$ cat src/rtl/cipher_dp.sv
// cipher_dp: key-generation state machine plus a byte encode/decode datapath.
// The key is built from two KEYGEN commands: the first loads the seed, the
// second advances it one LFSR step. ENCODE/DECODE only run once the key is
// ready; otherwise they flag cmd_err and leave dout untouched.
module cipher_dp #(
  parameter int unsigned ROT = 3
) (
  input  logic       clka,
  input  logic       restart,
  input  logic       key_gen,
  input  logic       outcode,
  input  logic [7:0] seed,
  input  logic [7:0] din,
  output logic [7:0] dout,
  output logic       dout_valid,
  output logic       key_ready,
  output logic       cmd_err
);

  typedef enum logic [1:0] {
    StIdle,
    StSeeded,
    StReady
  } key_state_e;

  key_state_e state_q, state_d;
  logic [7:0] key_q, key_d;
  logic [7:0] dout_q, dout_d;
  logic       dout_valid_q, dout_valid_d;
  logic       key_ready_q, key_ready_d;
  logic       cmd_err_q, cmd_err_d;

  function automatic logic [7:0] lfsr_step(input logic [7:0] k);
    return {k[6:0], k[7] ^ k[5] ^ k[4] ^ k[3]};
  endfunction

  // Rotate via a doubled byte so the shift amount never wraps past the width.
  function automatic logic [7:0] rotl8(input logic [7:0] x);
    logic [15:0] sh;
    sh = {x, x} << ROT;
    return sh[15:8];
  endfunction

  function automatic logic [7:0] rotr8(input logic [7:0] x);
    logic [15:0] sh;
    sh = {x, x} >> ROT;
    return sh[7:0];
  endfunction

  // Next-state decode of the {key_gen, outcode} command.
  always_comb begin
    state_d      = state_q;
    key_d        = key_q;
    dout_d       = dout_q;
    dout_valid_d = 1'b0;
    cmd_err_d    = 1'b0;
    case ({key_gen, outcode})
      2'b10: begin
        if (state_q == StSeeded) begin
          key_d   = lfsr_step(key_q);
          state_d = StReady;
        end else begin
          // An all-zero seed would lock the LFSR at zero.
          key_d   = (seed == 8'h00) ? 8'h01 : seed;
          state_d = StSeeded;
        end
      end
      2'b01: begin
        if (state_q == StReady) begin
          dout_d       = rotl8(din ^ key_q);
          dout_valid_d = 1'b1;
        end else begin
          cmd_err_d = 1'b1;
        end
      end
      2'b11: begin
        if (state_q == StReady) begin
          dout_d       = rotr8(din) ^ key_q;
          dout_valid_d = 1'b1;
        end else begin
          cmd_err_d = 1'b1;
        end
      end
      default: ;
    endcase
    key_ready_d = (state_d == StReady);
  end

  // State and registered outputs; restart clears everything immediately.
  always_ff @(posedge clka or posedge restart) begin
    if (restart) begin
      state_q      <= StIdle;
      key_q        <= 8'h00;
      dout_q       <= 8'h00;
      dout_valid_q <= 1'b0;
      key_ready_q  <= 1'b0;
      cmd_err_q    <= 1'b0;
    end else begin
      state_q      <= state_d;
      key_q        <= key_d;
      dout_q       <= dout_d;
      dout_valid_q <= dout_valid_d;
      key_ready_q  <= key_ready_d;
      cmd_err_q    <= cmd_err_d;
    end
  end

  assign dout       = dout_q;
  assign dout_valid = dout_valid_q;
  assign key_ready  = key_ready_q;
  assign cmd_err    = cmd_err_q;

endmodule

$ cat config.mk
export PLATFORM = sky130hd
export DESIGN_NAME = cipher_dp
export DESIGN_NICKNAME = d
export VERILOG_FILES = /design/src/rtl/cipher_dp.sv
export SDC_FILE = /design/constraint.sdc
export NUM_CORES = 1
export LEC_CHECK = 0
export ABC_AREA = 1
export ABC_CLOCK_PERIOD_IN_PS = 2150
export CAP_MARGIN = 20
export CORE_MARGIN = 1.5
export CORE_UTILIZATION = 30
export DETAILED_ROUTE_END_ITERATION = 10
export SKIP_LAST_GASP = 1
export SYNTH_ARGS = -nofsm -noshare
export SYNTH_HDL_FRONTEND = slang
export SYNTH_SLANG_ARGS = --single-unit
$ cat constraint.sdc
create_clock -name clka -period 2.15 [get_ports clka]
set_clock_uncertainty 0.2 [all_clocks]
set_input_delay 0.215 -clock clka [delete_from_list [all_inputs] [get_ports clka]]
set_output_delay 0.215 -clock clka [all_outputs]
set_load 0.05 [all_outputs]
==> metrics.md, run 1 <==
| Metric | Value |
|---|---|
| Pwr/cell area | 1130 mW/mm2 |
| Final net count | 193 |
| Cells after synthesis | 139 |
| Synth warn | 0 |
| Clock group share of total power | 14.2% |
| Post-CTS Setup Bufs | 0 |
| Number of enable flip-flop cells after synthesis | 0 |
| Reg-to-Reg Start | state_q[1] |
| Clock transition at the registers of the reported paths | 0.07 ns |
| Status | finished clean |
| FF/Latch Area | 526 um2 |
| Drt total wl | 2500 um |
| Top cells by area, synth | dfrtp_1, nand2_1, o211ai_1 |
| Die H | 65.3 um |
| Max_cap viols | 0 |
| RSZ-0062 raised after global routing | false |
| Row cnt | 22 |
| Worst Setup Start Kind | flip-flop |
| Die area | 0.00426 mm2 |
| Post-CTS Hold Fix Bufs | 0 |
| CTS Buf Count | 3 |
| Ant diodes | 0 |
| Most common flop cell mapped by yosys | dfrtp_1 |
| PortBufs | 30 |
| Vias in the first global route | 950 |
| Final Max Tran Viols | 0 |
| DP Area | 0.00152 mm2 |
| Critical path, cell by cell | clkdlybuf4s50_1 |
| Die width | 65.3 um |
| Hold WC Path Type | primary input to asynchronous set/reset pin |
| Final min period | 1.84 ns |
| Post-Syn Area | 0.00116 mm2 |
| Cell accounting for the most synthesized area | dfrtp_1 |
| Sequential Power Share | 36.6% |
| Dpl hpwl | 2020 um |
| Skew-Pair Late Insertion Delay | 0.26 ns |
| Relative max-transition margin | 67.0% |
| Least-Margin Pin Slew | 0.493 ns |
| Resized Gates After CTS | 0 |
| Area growth syn-to-layout | 34.5% |
| Initial antenna violation count | 0 |
| Sw Ratio | 44.4% |
| Pleak | 0.744 nW |
| Req. time, crit path | 1.74 ns |
| Crit Path Category | flip-flop to output port |
| Antenna Nets Post-Route | 0 |
| Syn nets | 159 |
| Fin area | 0.00157 mm2 |
| Combinational share of power | 49.2% |
| Critical path's largest stage delay | 0.81 ns |
| Post-DR wirelength/cell | 11.3 um |
| Root buffer cell | clkbuf_8 |
| Crit-path leading delay family | buffers and inverters |
| Syn Area/Cell | 8.37 um2 |
| Largest vdd supply drop | 0.000275 V |
| Core Region | 0.00369 mm2 |
| Gr ovfl total | 0 |
| Most common cell in the netlist | nand2_1 |
| Post-synthesis sequential area ratio | 45.2% |
| CP Data Arrival Time | 1.42 ns |
| Finished Core Util | 42.4% |
| Layout fillers | 395 |
| Critical path peak fanout | 2 |
| Crit Reg-Reg Endpoint | key_q[0] |
| Slowest cell on the critical path | clkdlybuf4s50_1 |
| Pre-antenna DRT Iters | 4 |
| Top cells by count, synth | nand2_1, dfrtp_1, inv_1, nand3_1, o211ai_1 |
| R2R setup slack | 0.69 ns |
| Final setup vio count | 0 |
| Max Buffers Root-to-Sink | 2 |
| Multi-input gate area | 566 um2 |
| First-pass GRT wire length | 4220 um |
| Final period util | 85.5% |
| H-tree Lvls | 1 |
| Pin count of the biggest net entering global routing | 22 |
| CTS tree | done |
| Crit. End Element | output port |
| DRC | 0 |
| Int Pwr | 0.980 mW |
| IO Pins | 31 |
| Via count | 986 |
| Via density | 4.48 |
| Fmax | 0.544 GHz |
| FF+latch count, synth | 21 |
| Drt initial violations | 43 |
| Ys async rst share | 100% |
| Clock Sinks | 21 |
| Fin Setup TNS | 0 ns |
| Share of cells above drive strength 1 | 6.98% |
| Initial Util | 31.5% |
| Worst reg2reg path depth | 7 |
| Synth cell types | 17 |
| Crit path buf inv count | 1 |
| RD Place Congestion | 0.794 |
| P_sw | 0.782 mW |
| Top cell type's share of synthesized area | 45.2% |
| Tot GR Track Use | 12.9% |
| Final Hold Fails | 0 |
==> sequential cells by signal, indices dropped and copies added, names as in the netlist <==
register	count
state_q	2
key_ready	1
dout	8
key_q	8
cmd_err	1
dout_valid	1
==> layer usage <==
metal	part of all wire, %	GRT usage (%)	vias up
li1	-	-	517
met1	46	16.3	435
met2	47	21.3	30
met3	5.6	2.05	4
met4	1.9	6.25	0
met5	0	0	-
==> how the worst max path moves through the flow <==
| stage | from | to | slack [ns] | cells after the start |
|---|---|---|---|---|
| after floorplan | state_q[0] | dout[0] | 0.86 | 4 |
| after global placement | outcode | dout[7] | 0.39 | 6 |
| after detailed placement | key_gen | key_q[6] | 0.32 | 5 |
| after CTS | dout[7] | dout[7] | 0.30 | 1 |
| final | dout[7] | dout[7] | 0.31 | 1 |
| after global routing | dout[7] | dout[7] | 0.26 | 1 |
==> power by group through the flow <==
stage | clock network (mW) | logic, mW | registers [mW]
final | 0.250 | 0.867 | 0.645
after detailed placement | 0 | 0.873 | 0.653
after global routing | 0.286 | 0.947 | 0.662
after floorplan | 0 | 0.324 | 0.914
after global placement | 0 | 0.862 | 0.643
after CTS | 0.262 | 0.876 | 0.646
==> stage by stage <==
stage	hold slack, ns	cells	power (mW)	setup slack (ns)
after global placement	0.263	216	1.51	0.386
after detailed placement	0.266	216	1.53	0.319
after floorplan	-0.00847	139	1.24	0.859
after CTS	0.0801	220	1.78	0.305
final	0.0774	220	1.76	0.313
after global routing	0.0896	220	1.89	0.263
==> area by class of cell <==
cell class / instances / share of cell area, %
multi-input cells: 100 / 36.1
flip-flops and latches: 21 / 33.6
repair buffers: 31 / 19.7
inverters: 16 / 3.84
well taps: 48 / 3.84
clock buffers: 3 / 2.64
clock inverters: 1 / 0.320
==> logic make-up after synthesis <==
kind of cell    count (synthesis)  share of synthesized area (%)
simple gates                   67                           25.2
xor+xnor                       16                           12.0
compound gates                 17                           11.4
flops                          21                           45.2
buf+inv                        18                           6.24
==> placed cells by master (no fill, tap or decap), types with 3 or more instances in the layout <==
| cell type | synthesis | layout |
|---|---|---|
| nand2_1 | 48 | 48 |
| clkdlybuf4s50_1 | 0 | 30 |
| dfrtp_1 | 21 | 21 |
| inv_1 | 13 | 13 |
| nand3_1 | 11 | 11 |
| o211ai_1 | 10 | 10 |
| xor2_1 | 8 | 8 |
| xnor2_1 | 8 | 8 |
| o221ai_1 | 5 | 5 |
| nor2_1 | 5 | 5 |
| inv_2 | 3 | 3 |
| clkbuf_8 | 0 | 3 |
Power figures use the tool's default switching activity.
==> run 2: changes to the inputs <==
--- a/config.mk
+++ b/config.mk
@@ -15,3 +15,4 @@
 export SYNTH_ARGS = -nofsm -noshare
 export SYNTH_HDL_FRONTEND = slang
 export SYNTH_SLANG_ARGS = --single-unit
+export TNS_END_PERCENT = 5
==> results of run 2 <==
No change in the layout: final DEF, timing and power equal those of run 1.
==> run 3: changes to the inputs <==
--- a/config.mk
+++ b/config.mk
@@ -10,7 +10,9 @@
 export CAP_MARGIN = 20
 export CORE_MARGIN = 1.5
 export CORE_UTILIZATION = 30
+export CTS_BUF_LIST = sky130_fd_sc_hd__clkbuf_16
 export DETAILED_ROUTE_END_ITERATION = 10
+export GPL_TIMING_DRIVEN = 0
 export SKIP_LAST_GASP = 1
 export SYNTH_ARGS = -nofsm -noshare
 export SYNTH_HDL_FRONTEND = slang
==> metrics.md, run 3 (synthesis gave the netlist of run 1 again) <==
| Metric | Value |
|---|---|
| Crit Path Category | flip-flop to output port |
| DP Area | 0.00152 mm2 (+0.33%) |
| Status | finished clean |
| Core Region | 0.00369 mm2 (unchanged) |
| Critical path's largest stage delay | 0.80 ns (about the same) |
| Final setup vio count | 0 (unchanged) |
| Slowest cell on the critical path | clkdlybuf4s50_1 |
| RD Place Congestion | 0.830 (+4.5%) |
| Worst Setup Start Kind | flip-flop |
| Row cnt | 22 (unchanged) |
| Drt initial violations | 38 (-12%) |
| Gr ovfl total | 0 (unchanged) |
| Largest vdd supply drop | 0.000361 V (+31%) |
| First-pass GRT wire length | 4330 um (+2.6%) |
| IO Pins | 31 (unchanged) |
| Post-CTS Hold Fix Bufs | 0 (unchanged) |
| H-tree Lvls | 1 (unchanged) |
| Fin area | 0.00160 mm2 (+2.4%) |
| Antenna Nets Post-Route | 0 (unchanged) |
| Fmax | 0.553 GHz (+1.6%) |
| Post-CTS Setup Bufs | 0 (unchanged) |
| Req. time, crit path | 1.74 ns (about the same) |
| CP Data Arrival Time | 1.39 ns (-0.03 ns) |
| Final Hold Fails | 0 (unchanged) |
| Max_cap viols | 0 (unchanged) |
| Most frequent cells in the layout | nand2_1, clkdlybuf4s50_1, dfrtp_1 |
| CTS Buf Count | 3 (unchanged) |
| Skew-Pair Late Insertion Delay | 0.25 ns (about the same) |
| Worst reg2reg path depth | 7 (unchanged) |
| Critical path peak fanout | 2 (unchanged) |
| Initial antenna violation count | 0 (unchanged) |
| Pleak | 0.765 nW (+2.9%) |
| Root buffer cell | clkbuf_16 |
| Final min period | 1.81 ns (-0.0295 ns) |
| Crit path buf inv count | 1 (unchanged) |
| Clock Sinks | 21 (unchanged) |
| Tot GR Track Use | 13.2% (+0.31 points) |
| Max Buffers Root-to-Sink | 2 (unchanged) |
| Clock transition at the registers of the reported paths | 0.06 ns (about the same) |
| Final WS setup | 0.342 ns (+0.0295 ns) |
| Post-DR wirelength/cell | 11.3 um (-0.65%) |
| Area growth syn-to-layout | 37.7% |
| DRC | 0 (unchanged) |
| R2R setup slack | 0.71 ns (+0.02 ns) |
| Crit. End Element | output port |
| Pin count of the biggest net entering global routing | 22 (unchanged) |
| Pre-antenna DRT Iters | 4 (unchanged) |
| Critical path, cell by cell | clkdlybuf4s50_1 |
| Dpl hpwl | 1980 um (-1.6%) |
| Drt total wl | 2490 um (-0.20%) |
| RSZ-0062 raised after global routing | false |
| Resized Gates After CTS | 0 (unchanged) |
| Die area | 0.00426 mm2 (unchanged) |
| Via count | 1032 (+4.7%) |
| Crit Reg-Reg Endpoint | key_q[0] |
| Least-Margin Pin Slew | 0.758 ns (+0.264 ns) |
| Fin Setup TNS | 0 ns (unchanged) |
| Final period util | 84.1% (-1.4 points) |
| Reg-to-Reg Start | state_q[1] |
| Pre-CTS setup slack | 0.358 ns (+0.0389 ns) |
| Die H | 65.3 um (unchanged) |
| Ant diodes | 0 (unchanged) |
| Vias in the first global route | 985 (+3.7%) |
| Crit-path leading delay family | buffers and inverters |
| Die width | 65.3 um (unchanged) |
| Relative max-transition margin | 49.4% (-18 points) |
| Initial Util | 31.5% (unchanged) |
| Via density | 4.67 (+4.2%) |
| Most common cell after layout, fill and taps aside | nand2_1 |
| Finished Layout Cells | 221 (+0.45%) |
| CTS tree | done |
| Final net count | 194 (+0.52%) |
| PortBufs | 30 (unchanged) |
| Share of cells above drive strength 1 | 6.94% (-0.040 points) |
| Final Max Tran Viols | 0 (unchanged) |
| Hold WC Path Type | primary input to asynchronous set/reset pin |
| Pwr/cell area | 1180 mW/mm2 (+5.0%) |
| Post-Place Cells | 217 (+0.46%) |
## run 3: cell types whose count changed in the layout (fill, tap and decap cells not counted)
cell       delta
clkbuf_16     +3
clkbuf_8      -3
buf_2         +1
clkinv_2      -1
inv_1         +1
## run 3: worst max path at each step
| stage | start | to | slack (ns) | cells after the start |
|---|---|---|---|---|
| after global routing | dout[1] | dout[1] | 0.30 | 1 |
| after floorplan | state_q[0] | dout[0] | 0.86 | 4 |
| final | dout[1] | dout[1] | 0.34 | 1 |
| after global placement | outcode | dout[4] | 0.38 | 6 |
| after CTS | dout[2] | dout[2] | 0.33 | 1 |
| after detailed placement | outcode | dout[4] | 0.36 | 6 |
## run 3: cell type report
| class | instances | area, um2 |
|---|---|---|
| Fill cell | 376 | 2090 |
| Multi-Input combinational cell | 100 | 566 |
| Sequential cell | 21 | 526 |
| Timing Repair Buffer | 30 | 300 |
| Clock buffer | 3 | 75.1 |
| Inverter | 16 | 60.1 |
| Tap cell | 48 | 60.1 |
| Buffer | 2 | 12.5 |
| Clock inverter | 1 | 3.75 |
## run 3: routing by layer
layer	GRT usage, %	vias to the layer above	routed length, um
li1	-	520	-
met1	17.2	476	1200
met2	21.6	31	1110
met3	1.71	5	129
met4	6.25	0	53
met5	0	-	0
## run 3: metrics by stage
stage                     util [%]  power [mW]  hold slack, ns
after floorplan                  -        1.24        -0.00847
after global placement        41.3        1.51           0.263
after detailed placement      41.3        1.52           0.267
after CTS                     43.5        1.91           0.239
after global routing          43.5        2.02           0.301
final                         43.5        1.89           0.201
## run 3: where the power goes
part,internal (mW),leakage [nW],switching [mW]
Sequential,0.527,0.262,0.114
Clock,0.248,0.0423,0.134
Combinational,0.325,0.461,0.546
